**config.mk**
```make
export PLATFORM = sky130hd
export DESIGN_NAME = timed_flag_write_flat
export DESIGN_NICKNAME = d
export VERILOG_FILES = /design/src/rtl/timed_flag_write_pkg.sv /design/src/rtl/timed_flag_write_if.sv /design/src/rtl/timed_flag_write_flag_burst_flusher.sv /design/src/rtl/timed_flag_write.sv /design/src/flat_wrapper.sv
export SDC_FILE = /design/constraint.sdc
export NUM_CORES = 1
export LEC_CHECK = 0
export CAP_MARGIN = 10
export CORE_MARGIN = 8
export CORE_UTILIZATION = 45
export DETAILED_ROUTE_END_ITERATION = 16
export PLACE_DENSITY = 0.75
export SYNTH_ARGS = -nofsm -noshare
export SYNTH_HDL_FRONTEND = slang
export SYNTH_SLANG_ARGS = --single-unit
```
**constraint.sdc**
```tcl
create_clock -name clk -period 11.5 [get_ports clk]
set_input_delay 3.45 -clock clk [delete_from_list [all_inputs] [get_ports clk]]
set_output_delay 3.45 -clock clk [all_outputs]
set_load 0.01 [all_outputs]
```
**src/rtl/timed_flag_write_pkg.sv**
```systemverilog
// Shared types and helpers for the timed flag writer and its burst flusher.
package timed_flag_write_pkg;

  // Flush FSM encoding: read local memory, capture the word, present it on the databus.
  typedef enum logic [1:0] {
    ST_IDLE = 2'd0,
    ST_READ = 2'd1,
    ST_LOAD = 2'd2,
    ST_SEND = 2'd3
  } flush_state_t;

  // Entries that may be recorded per frame: the requested maximum, clamped to one
  // ping-pong half; zero also means a full half.
  function automatic logic [31:0] calc_limit(input logic [31:0] maximum,
                                             input int unsigned addr_w);
    logic [31:0] half;
    half = 32'(1) << (addr_w - 1);
    if ((maximum == 32'd0) || (maximum > half)) begin
      return half;
    end
    return maximum;
  endfunction

endpackage

```
**src/rtl/timed_flag_write_if.sv**
```systemverilog
// Write-burst databus between the timed flag writer and external memory.
interface timed_flag_write_if #(
  parameter int AXI_ADDR_W = 32,
  parameter int AXI_DATA_W = 32,
  parameter int LEN_W      = 8
);

  logic                    databus_ready_0;
  logic                    databus_valid_0;
  logic [AXI_ADDR_W-1:0]   databus_addr_0;
  logic [AXI_DATA_W-1:0]   databus_rdata_0;
  logic [AXI_DATA_W-1:0]   databus_wdata_0;
  logic [AXI_DATA_W/8-1:0] databus_wstrb_0;
  logic [LEN_W-1:0]        databus_len_0;
  logic                    databus_last_0;

  modport master (
    input  databus_ready_0,
    input  databus_rdata_0,
    input  databus_last_0,
    output databus_valid_0,
    output databus_addr_0,
    output databus_wdata_0,
    output databus_wstrb_0,
    output databus_len_0
  );

  modport slave (
    output databus_ready_0,
    output databus_rdata_0,
    output databus_last_0,
    input  databus_valid_0,
    input  databus_addr_0,
    input  databus_wdata_0,
    input  databus_wstrb_0,
    input  databus_len_0
  );

endinterface

```
**src/rtl/timed_flag_write_flag_burst_flusher.sv**
```systemverilog
// Streams the previous frame's timestamps out of local memory as one write burst.
//
// state   | meaning
// --------+-----------------------------------------------------------
// IDLE    | no flush in progress; waits for a launch with entries
// READ    | read strobe on port 1 at {flushed half, idx}
// LOAD    | read data arrives (1-cycle latency), captured into wdata
// SEND    | beat valid; addr/len/wdata held until ready
module flag_burst_flusher
  import timed_flag_write_pkg::*;
#(
  parameter int ADDR_W     = 16,
  parameter int AXI_DATA_W = 32,
  parameter int LEN_W      = 8
) (
  input  logic                  clk,
  input  logic                  rst,
  input  logic                  start,
  input  logic                  disabled,
  input  logic [31:0]           flush_count,
  input  logic                  ping_pong,
  input  logic [AXI_DATA_W-1:0] rd_data,
  input  logic                  ready,
  input  logic                  last,
  output logic                  valid,
  output logic [AXI_DATA_W-1:0] wdata,
  output logic [LEN_W-1:0]      len,
  output logic [ADDR_W-1:0]     rd_addr,
  output logic                  rd_en,
  output logic                  busy
);

  flush_state_t state, state_nxt;

  logic [31:0]           idx;
  logic [31:0]           last_idx;
  logic [LEN_W-1:0]      len_q;
  logic [AXI_DATA_W-1:0] wdata_q;
  logic                  rd_half;

  logic go;
  logic beat_done;
  logic final_beat;

  assign go         = start && (flush_count != 32'd0) && !disabled;
  assign beat_done  = (state == ST_SEND) && ready;
  assign final_beat = last || (idx == last_idx);

  // State register; an async reset abandons any burst immediately.
  always_ff @(posedge clk or posedge rst) begin
    if (rst) begin
      state <= ST_IDLE;
    end else begin
      state <= state_nxt;
    end
  end

  // Next-state logic: one beat per READ/LOAD/SEND round trip.
  always_comb begin
    state_nxt = state;
    unique case (state)
      ST_IDLE: if (go) state_nxt = ST_READ;
      ST_READ: state_nxt = ST_LOAD;
      ST_LOAD: state_nxt = ST_SEND;
      ST_SEND: if (ready) state_nxt = final_beat ? ST_IDLE : ST_READ;
      default: state_nxt = ST_IDLE;
    endcase
  end

  // Output decode from the current state.
  always_comb begin
    valid = (state == ST_SEND);
    rd_en = (state == ST_READ);
    busy  = (state != ST_IDLE);
  end

  // Burst bookkeeping. The half and length are latched at launch so a run arriving
  // mid-flush cannot redirect or resize the burst already under way.
  always_ff @(posedge clk or posedge rst) begin
    if (rst) begin
      idx      <= '0;
      last_idx <= '0;
      len_q    <= '0;
      wdata_q  <= '0;
      rd_half  <= 1'b0;
    end else begin
      if ((state == ST_IDLE) && go) begin
        idx      <= '0;
        last_idx <= flush_count - 32'd1;
        len_q    <= LEN_W'(flush_count - 32'd1);
        rd_half  <= ~ping_pong;
      end
      if (state == ST_LOAD) begin
        wdata_q <= rd_data;
      end
      if (beat_done) begin
        idx <= final_beat ? 32'd0 : idx + 32'd1;
      end
    end
  end

  assign wdata   = wdata_q;
  assign len     = len_q;
  assign rd_addr = {rd_half, idx[ADDR_W-2:0]};

endmodule

```
**src/rtl/timed_flag_write.sv**
```systemverilog
// Timestamps flag events into one ping-pong half per frame and flushes the
// previous frame's half to external memory as a single write burst.
module timed_flag_write
  import timed_flag_write_pkg::*;
#(
  parameter int ADDR_W     = 16,
  parameter int AXI_ADDR_W = 32,
  parameter int AXI_DATA_W = 32,
  parameter int LEN_W      = 8
) (
  input  logic                  clk,
  input  logic                  rst,
  input  logic                  running,
  input  logic                  run,
  output logic                  done,
  timed_flag_write_if.master    bus,
  output logic [ADDR_W-1:0]     ext_dp_addr_0_port_0,
  output logic [AXI_DATA_W-1:0] ext_dp_out_0_port_0,
  input  logic [AXI_DATA_W-1:0] ext_dp_in_0_port_0,
  output logic                  ext_dp_enable_0_port_0,
  output logic                  ext_dp_write_0_port_0,
  output logic [ADDR_W-1:0]     ext_dp_addr_0_port_1,
  output logic [AXI_DATA_W-1:0] ext_dp_out_0_port_1,
  input  logic [AXI_DATA_W-1:0] ext_dp_in_0_port_1,
  output logic                  ext_dp_enable_0_port_1,
  output logic                  ext_dp_write_0_port_1,
  input  logic [AXI_ADDR_W-1:0] ext_addr,
  input  logic [31:0]           maximum,
  input  logic                  disabled,
  input  logic [31:0]           delay0,
  input  logic [31:0]           in0,
  output logic [31:0]           out0,
  output logic                  overflow
);

  // Largest burst the len field can describe.
  localparam logic [31:0] BURST_MAX = 32'(1) << LEN_W;

  logic                  ping_pong;
  logic [31:0]           delay;
  logic [31:0]           cycle;
  logic [31:0]           count;
  logic [31:0]           prev_count;
  logic [AXI_ADDR_W-1:0] base_addr;
  logic                  launch_req;

  logic [31:0] limit;
  logic [31:0] flush_count;
  logic        rec;
  logic        rec_ok;
  logic        rec_drop;
  logic        busy;
  logic        valid;
  logic        launch_trunc;
  logic        unused_inputs;

  assign limit        = calc_limit(maximum, ADDR_W);
  assign flush_count  = (prev_count > BURST_MAX) ? BURST_MAX : prev_count;
  assign rec          = running && (delay == 32'd0) && !disabled && (in0 != 32'd0);
  assign rec_ok       = rec && (count < limit);
  assign rec_drop     = rec && !rec_ok;
  assign launch_trunc = launch_req && !disabled && (prev_count > BURST_MAX);

  // Frame timing, recording and frame hand-off. A run while a flush is busy loses
  // the finished frame: its count and destination are not handed to the flusher.
  always_ff @(posedge clk or posedge rst) begin
    if (rst) begin
      ping_pong  <= 1'b0;
      delay      <= '0;
      cycle      <= '0;
      count      <= '0;
      prev_count <= '0;
      base_addr  <= '0;
      launch_req <= 1'b0;
      overflow   <= 1'b0;
    end else begin
      launch_req <= run && !busy;
      if (run) begin
        ping_pong <= ~ping_pong;
        delay     <= delay0;
        cycle     <= '0;
        count     <= '0;
        if (!busy) begin
          prev_count <= count;
          base_addr  <= ext_addr;
        end else begin
          overflow <= 1'b1;
        end
      end else if (running) begin
        if (delay != 32'd0) begin
          delay <= delay - 32'd1;
        end else begin
          cycle <= cycle + 32'd1;
          if (rec_ok) begin
            count <= count + 32'd1;
          end
        end
      end
      if (rec_drop || launch_trunc) begin
        overflow <= 1'b1;
      end
    end
  end

  flag_burst_flusher #(
    .ADDR_W     (ADDR_W),
    .AXI_DATA_W (AXI_DATA_W),
    .LEN_W      (LEN_W)
  ) u_flusher (
    .clk         (clk),
    .rst         (rst),
    .start       (launch_req),
    .disabled    (disabled),
    .flush_count (flush_count),
    .ping_pong   (ping_pong),
    .rd_data     (ext_dp_in_0_port_1),
    .ready       (bus.databus_ready_0),
    .last        (bus.databus_last_0),
    .valid       (valid),
    .wdata       (bus.databus_wdata_0),
    .len         (bus.databus_len_0),
    .rd_addr     (ext_dp_addr_0_port_1),
    .rd_en       (ext_dp_enable_0_port_1),
    .busy        (busy)
  );

  assign bus.databus_valid_0 = valid;
  assign bus.databus_addr_0  = base_addr;
  assign bus.databus_wstrb_0 = valid ? '1 : '0;

  assign ext_dp_addr_0_port_0   = {ping_pong, count[ADDR_W-2:0]};
  assign ext_dp_out_0_port_0    = AXI_DATA_W'(cycle);
  assign ext_dp_enable_0_port_0 = rec_ok;
  assign ext_dp_write_0_port_0  = 1'b1;
  assign ext_dp_out_0_port_1    = '0;
  assign ext_dp_write_0_port_1  = 1'b0;

  assign out0 = count;
  assign done = (!running || disabled || !busy) && !valid;

  assign unused_inputs = ^{ext_dp_in_0_port_0, bus.databus_rdata_0};

endmodule

```
**src/flat_wrapper.sv**
```systemverilog
// flat-port wrapper written by rule: the top's interface ports become plain ports
module timed_flag_write_flat import timed_flag_write_pkg::*;
#(
  parameter int ADDR_W     = 16,
  parameter int AXI_ADDR_W = 32,
  parameter int AXI_DATA_W = 32,
  parameter int LEN_W      = 8
)
  (clk, rst, running, run, done, ext_dp_addr_0_port_0, ext_dp_out_0_port_0, ext_dp_in_0_port_0, ext_dp_enable_0_port_0, ext_dp_write_0_port_0, ext_dp_addr_0_port_1, ext_dp_out_0_port_1, ext_dp_in_0_port_1, ext_dp_enable_0_port_1, ext_dp_write_0_port_1, ext_addr, maximum, disabled, delay0, in0, out0, overflow, bus_databus_ready_0, bus_databus_rdata_0, bus_databus_last_0, bus_databus_valid_0, bus_databus_addr_0, bus_databus_wdata_0, bus_databus_wstrb_0, bus_databus_len_0);
  timed_flag_write_if #(.AXI_ADDR_W(AXI_ADDR_W), .AXI_DATA_W(AXI_DATA_W), .LEN_W(LEN_W)) bus_i ();
  input  logic clk;
  input  logic rst;
  input  logic running;
  input  logic run;
  output logic done;
  output logic [ADDR_W-1:0] ext_dp_addr_0_port_0;
  output logic [AXI_DATA_W-1:0] ext_dp_out_0_port_0;
  input  logic [AXI_DATA_W-1:0] ext_dp_in_0_port_0;
  output logic ext_dp_enable_0_port_0;
  output logic ext_dp_write_0_port_0;
  output logic [ADDR_W-1:0] ext_dp_addr_0_port_1;
  output logic [AXI_DATA_W-1:0] ext_dp_out_0_port_1;
  input  logic [AXI_DATA_W-1:0] ext_dp_in_0_port_1;
  output logic ext_dp_enable_0_port_1;
  output logic ext_dp_write_0_port_1;
  input  logic [AXI_ADDR_W-1:0] ext_addr;
  input  logic [31:0] maximum;
  input  logic disabled;
  input  logic [31:0] delay0;
  input  logic [31:0] in0;
  output logic [31:0] out0;
  output logic overflow;
  input wire logic [$bits(bus_i.databus_ready_0)-1:0] bus_databus_ready_0;
  input wire logic [$bits(bus_i.databus_rdata_0)-1:0] bus_databus_rdata_0;
  input wire logic [$bits(bus_i.databus_last_0)-1:0] bus_databus_last_0;
  output wire logic [$bits(bus_i.databus_valid_0)-1:0] bus_databus_valid_0;
  output wire logic [$bits(bus_i.databus_addr_0)-1:0] bus_databus_addr_0;
  output wire logic [$bits(bus_i.databus_wdata_0)-1:0] bus_databus_wdata_0;
  output wire logic [$bits(bus_i.databus_wstrb_0)-1:0] bus_databus_wstrb_0;
  output wire logic [$bits(bus_i.databus_len_0)-1:0] bus_databus_len_0;
  assign bus_i.databus_ready_0 = bus_databus_ready_0;
  assign bus_i.databus_rdata_0 = bus_databus_rdata_0;
  assign bus_i.databus_last_0 = bus_databus_last_0;
  assign bus_databus_valid_0 = bus_i.databus_valid_0;
  assign bus_databus_addr_0 = bus_i.databus_addr_0;
  assign bus_databus_wdata_0 = bus_i.databus_wdata_0;
  assign bus_databus_wstrb_0 = bus_i.databus_wstrb_0;
  assign bus_databus_len_0 = bus_i.databus_len_0;
  timed_flag_write #(.ADDR_W(ADDR_W), .AXI_ADDR_W(AXI_ADDR_W), .AXI_DATA_W(AXI_DATA_W), .LEN_W(LEN_W)) u_core (.clk(clk), .rst(rst), .running(running), .run(run), .done(done), .bus(bus_i), .ext_dp_addr_0_port_0(ext_dp_addr_0_port_0), .ext_dp_out_0_port_0(ext_dp_out_0_port_0), .ext_dp_in_0_port_0(ext_dp_in_0_port_0), .ext_dp_enable_0_port_0(ext_dp_enable_0_port_0), .ext_dp_write_0_port_0(ext_dp_write_0_port_0), .ext_dp_addr_0_port_1(ext_dp_addr_0_port_1), .ext_dp_out_0_port_1(ext_dp_out_0_port_1), .ext_dp_in_0_port_1(ext_dp_in_0_port_1), .ext_dp_enable_0_port_1(ext_dp_enable_0_port_1), .ext_dp_write_0_port_1(ext_dp_write_0_port_1), .ext_addr(ext_addr), .maximum(maximum), .disabled(disabled), .delay0(delay0), .in0(in0), .out0(out0), .overflow(overflow));
endmodule
```
## Word-level counts from Yosys, hierarchy flattened

Index checks and enable logic that the tools add are counted.

| storage, ports and cells | value |
|---|---|
| bits in registers | 270 |
| input port bits | 231 |
| word-level logic and storage cells | 98 |

| operators by class | value |
|---|---|
| add/sub/neg operators | 5 |
| magnitude comparators | 3 |
| equal/unequal tests | 7 |
| mux-type cells | 25 |
| bitwise operators | 2 |
| reduce and logical (&&, ||, !) cells | 42 |

Operators with widths:

| kind | number |
|---|---|
| 32-bit 2-to-1 mux | 16 |
| 32-bit by 1-bit adder with 32-bit output, second input constant | 3 |
| 32-bit nonzero test | 3 |
| 32-bit logical NOT | 2 |
| 32-bit by 1-bit subtractor with 32-bit output, second input constant | 2 |
| 32-bit equality test | 1 |
| 32-bit by 16-bit > comparator with 1-bit output, second input constant | 1 |
| 32-bit by 9-bit > comparator with 1-bit output, second input constant | 1 |
| 32-bit less-than comparator | 1 |
| 2-bit nonzero test | 7 |
| 1-bit logical AND | 13 |
| 2-bit AND reduction | 5 |
| 2-bit one-hot mux with 4 select lines | 1 |
| 2-bit != test, second input constant | 3 |
| 1-bit logical NOT | 5 |
| 1-bit logical OR | 5 |
| 1-bit 2-to-1 mux | 5 |
| 2-bit equality test, second input constant | 2 |
| 2-bit 2-to-1 mux | 2 |
| 4-bit 2-to-1 mux | 1 |
| 3-bit AND reduction | 1 |
| 2-bit by 1-bit equality test with 1-bit output, second input constant | 1 |
| 2-bit logical NOT | 1 |
| 1-bit NOT | 2 |

## Depth between registers and ports, before layout

| depth | value |
|---|---|
| word-level depth | 11 |
| depth in mapped cells | 16 |
| mapped depth without buffers | 14 |

## Modules after synthesis

Synthesis repeated with hierarchy kept, for this count alone.

| unflattened totals | value |
|---|---|
| cells, all modules | 1453 |
| area, all modules | 14466.4 um^2 |

By module, submodules not included:

| module | times used | cells each | area an instance (um^2) | seq. area each (um^2) |
|---|---|---|---|---|
| timed_flag_write | 1 | 906 | 8996.1 | 4078.9 |
| flag_burst_flusher | 1 | 547 | 5470.2 | 2477.4 |

## Least setup slack after synthesis

OpenSTA, ideal clock, no wires.

| path | value |
|---|---|
| kind | input-to-output |
| start point | in maximum[2] |
| end point | out ext_dp_enable_0_port_0 |
| data arrival time | 6.188 ns |
| data required time | 8.050 ns |
| path slack | 1.862 ns |
| stages on the path | 13 |
| path buffers | 2 |
| path through | nor4_1 -> nand4_1 -> xor2_1 -> nor2b_1 -> clkbuf_1 -> nand2_1 -> ha_1 -> or4b_1 -> a211oi_1 -> a21o_1 -> o2111ai_4 -> buf_6 -> inv_1 |

| between the ends | value |
|---|---|
| longest elaborated chain between the ends | 6 |

RTL lines:

| element | line | RTL |
|---|---|---|
| from (decl) | flat_wrapper.sv:27 | `input logic [31:0] maximum;` |
| 32-bit by 16-bit > comparator with 1-bit output or 32-bit logical NOT (tied branches) | timed_flag_write_pkg.sv:18 | `if ((maximum == 32'd0) \|\| (maximum > half)) begin` |
| 1-bit logical OR | timed_flag_write_pkg.sv:18 |  |
| 1-bit 2-to-1 mux | timed_flag_write_pkg.sv:18 |  |
| 32-bit 2-to-1 mux (*) | timed_flag_write_pkg.sv:21 | `return maximum;` |
| 32-bit less-than comparator (*) | timed_flag_write.sv:60 | `assign rec_ok = rec && (count < limit);` |
| 1-bit logical AND (*) | timed_flag_write.sv:60 |  |
| to (decl) | flat_wrapper.sv:19 | `output logic ext_dp_enable_0_port_0;` |

Mark *: on every way between the ends. The rest lies on a longest branch, timed or not.

## Final worst setup path

Same ends and word-level chain as after synthesis.

==> summary.md <==
| Metric | Value |
|---|---|
| Cell Rows | 64 |
| CP arrival | 7.61 ns |
| Worst rel slew slack | 24.8% |
| WL final | 38400 um |
| #FFs+latches synth | 262 |
| Routed length per instance | 18.3 um |
| DRT iter0 DRCs | 666 |
| Ports | 442 |
| Num CTS Buffers | 30 |
| Post-DRT Antenna Nets | 0 |
| R2r setup slk | 7.49 ns |
| Setup violations, final | 0 |
| Slowest CP cell | clkdlybuf4s50_1 |
| Multi-input logic area | 0.00660 mm^2 |
| Worst reg2reg path endpoint | u_core.u_flusher.last_idx[27] |
| Largest net degree at the start of global routing | 173 |
| MaxCap Viol Count | 0 |
| First-pass GRT wire length | 61200 um |
| GRT Resource Usage Total | 20.2% |
| Clock skew | 0.0241 ns |
| Yosys top cell area share | 47.3% |
| Routability cong. | 0.844 |
| Vias | 11300 |
| Fraction of layout cells with a size suffix above 1 | 10.1% |
| Reg clk slew, reported paths | 0.06 ns |
| Vias in the first global route | 11600 |
| Top FF cell, synth | dfrtp_1 |
| Clk root buf | clkbuf_16 |
| Hold Vio Cnt, Final | 0 |
| RR Startpoint | u_core.prev_count[2] |
| Mapped Cells | 1387 |
| Core box area | 0.0304 mm^2 |
| Outcome | completed |
| CTS H-Tree Depth | 1 |
| Deepest clock path buffer count | 3 |
| Final period util | 96.2% |
| PD cells | 170 mW/mm^2 |
| Worst setup path end | ext_dp_enable_0_port_0 |
| IO buf count | 343 |
| Hold crit path type | flip-flop to flip-flop |
| Comb power frac | 28.4% |
| Main area contributors after synthesis | dfrtp_1 47%, mux2_2 7.3%, xor2_1 5.3% |
| Top cells by count, synth | 262 x dfrtp_1, 159 x nand2_1, 90 x mux2_2 |
| Actual transition at the worst max-transition pin | 1.12 ns |
| Worst Path Required | 8.05 ns |
| Pre-antenna DRT Iters | 5 |
| Max incr delay on CP | 0.57 ns |
| Final core utilization | 60.2% |
| Share of power burned in registers | 38.7% |
| Worst-path cell chain | clkdlybuf4s50_1 > nor4_1 > nand4_1 > xor2_1 > nor2b_2 > buf_4 > nand2_1 > ha_1 > nand2_1 > o21a_1 > o221a_2 > o21a_1 > o2111ai_4 > inv_1 > clkdlybuf4s50_1 |
| Fillers | 2505 |
| CTS tree | yes |
| Synthesis Warnings | 0 |
| Syn-to-layout area delta | 32.2% |
| Delay-heaviest family, CP | buffers and inverters |
| HPWL Detailed | 27800 um |
| Peak VDD IR | 0.120 mV |
| Count leader, synth | dfrtp_1 |
| Critical path class | input port to output port |
| P_leak | 0.00793 uW |
| Post-CTS setup buffer count | 0 |
| Syn Std Cell Area | 0.0139 mm^2 |
| TNS Setup | 0 ns |
| P_int | 2220 uW |
| Number of synthesized flops with an enable pin | 0 |
| TritonCTS Sinks | 262 |
| Post-synth top area cell | dfrtp_1 |
| Vias per cell | 5.39 |
| Remaining DRCs | 0 |
| CP Capture Type | output port |
| Psw | 890 uW |
| Async SR Flop Fraction | 100% |
| Initial Util | 45.5% |
| Overflow after GRT | 0 |
| Worst Path Max Fanout | 23 |
| Syn Area/Cell | 9.99 um^2 |
| Fmax | 90.4 MHz |
| Height of the chip | 191 um |
| Nets@finish | 1954 |
| Slew Limit Fails | 0 |
| Die X | 191 um |
| Clk pwr share | 32.8% |
| Clk_lat worst skew | 0.56 ns |
| Crit path launch | maximum[2] |
| Die area | 0.0367 mm^2 |
| Tmin final | 11.06 ns |
| Post-synth cell types | 57 |
| Crit path launch type | input port |
| Critical path depth | 15 |
| Hold WS | 0.480 ns |
| Bufs and invs on worst path | 4 |
| Register area | 0.00656 mm^2 |
| Initial antenna violation count | 0 |
| Unrepaired setup endpoints after global routing | no |
| Post-synthesis sequential area ratio | 47.3% |
| Sw Share | 28.6% |
| Ant diodes | 0 |
| Worst r2r path cells | 11 |
## logic make-up after synthesis
logic type	share of synthesized area, %
and+or+nand+nor	18.8
DFF	47.3
AOI/OAI and AO/OA	9.22
buffers and inverters	6.49
xor gates and xnor gates	7.08
muxes	7.38
adders and majority gates	3.70
other	0.0542
## layer usage
layer / global-route usage (%) / share of wire [%] / wire length, um / vias to the layer above
met3: 5.16 / 8.0 / 3060 / 60
met5: 0 / 0 / 0 / -
met4: 4.88 / 2.2 / 844 / 0
met1: 25.1 / 41 / 15800 / 5511
li1: - / - / - / 5364
met2: 34.6 / 49 / 18700 / 383
## how the worst min path moves through the flow
stage / from / end / slack (ns) / depth (start not counted)
floorplan: u_core.prev_count[26] / u_core.prev_count[26] / 0.45 / 2
global placement: u_core.u_flusher.rd_half / u_core.u_flusher.rd_half / 0.47 / 2
detailed placement: u_core.overflow / u_core.overflow / 0.47 / 2
CTS: u_core.ping_pong / u_core.ping_pong / 0.49 / 1
global route: u_core.u_flusher.last_idx[8] / u_core.u_flusher.last_idx[8] / 0.51 / 2
finish: u_core.ping_pong / u_core.ping_pong / 0.48 / 1
## through the flow
step	cells	area, um^2	power, uW	setup WS (ns)
5_1_grt	2101	18300	3260	0.134
3_3_place_gp	2046	17200	2090	0.421
3_5_place_dp	2046	17200	2110	0.330
4_1_cts	2101	18300	3150	0.314
6_report	2101	18300	3110	0.435
2_1_floorplan	1435	14000	1670	0.838
## cell type report
type	instances	share of cell area (%)
repair buffers	350	19.1
clock inverters	17	1.27
multi-input cells	1014	36.0
flip-flops and latches	262	35.8
clock buffers	38	4.59
well taps	396	2.71
inverters	24	0.533
## cells in the final DEF (no fill, tap or decap), types with 9 or more instances in the layout
cell type and instances:
clkdlybuf4s50_1 342, dfrtp_1 262, nand2_1 158, mux2_2 90, o21ai_0 88, nor2_1 87
xor2_1 84, nand3_1 50, conb_1 50, nor4_1 43, ha_1 41, a21oi_1 38
nand4_1 35, clkbuf_16 30, xnor2_1 28, o31ai_1 26, inv_1 23, and3_1 23
nor3_1 22, or4_1 19, and2_1 18, o21ai_1 9, nor2b_1 9
## timing repair
action | CTS | global route
hold buffers | 0 | 0
gates resized for setup | 0 | 1
endpoints found under the setup margin | 0 | 1
## sequential cells by signal, indices dropped and copies added (netlist names), 2 cells and up
signal and count:
u_core.u_flusher.idx 32, u_core.ext_dp_out_0_port_0 32, u_core.bus.databus_addr_0 32, u_core.delay 32
u_core.u_flusher.last_idx 32, u_core.u_flusher.state 2, u_core.out0 32, u_core.prev_count 32
u_core.u_flusher.wdata 32
## power by group through the flow
stage | Clock [uW] | Combinational (uW) | Sequential, uW
floorplan | 0 | 418 | 1250
global placement | 0 | 877 | 1210
detailed placement | 0 | 893 | 1220
CTS | 1050 | 898 | 1200
global route | 1080 | 953 | 1230
finish | 1020 | 883 | 1200
Power figures use the tool's default switching activity.
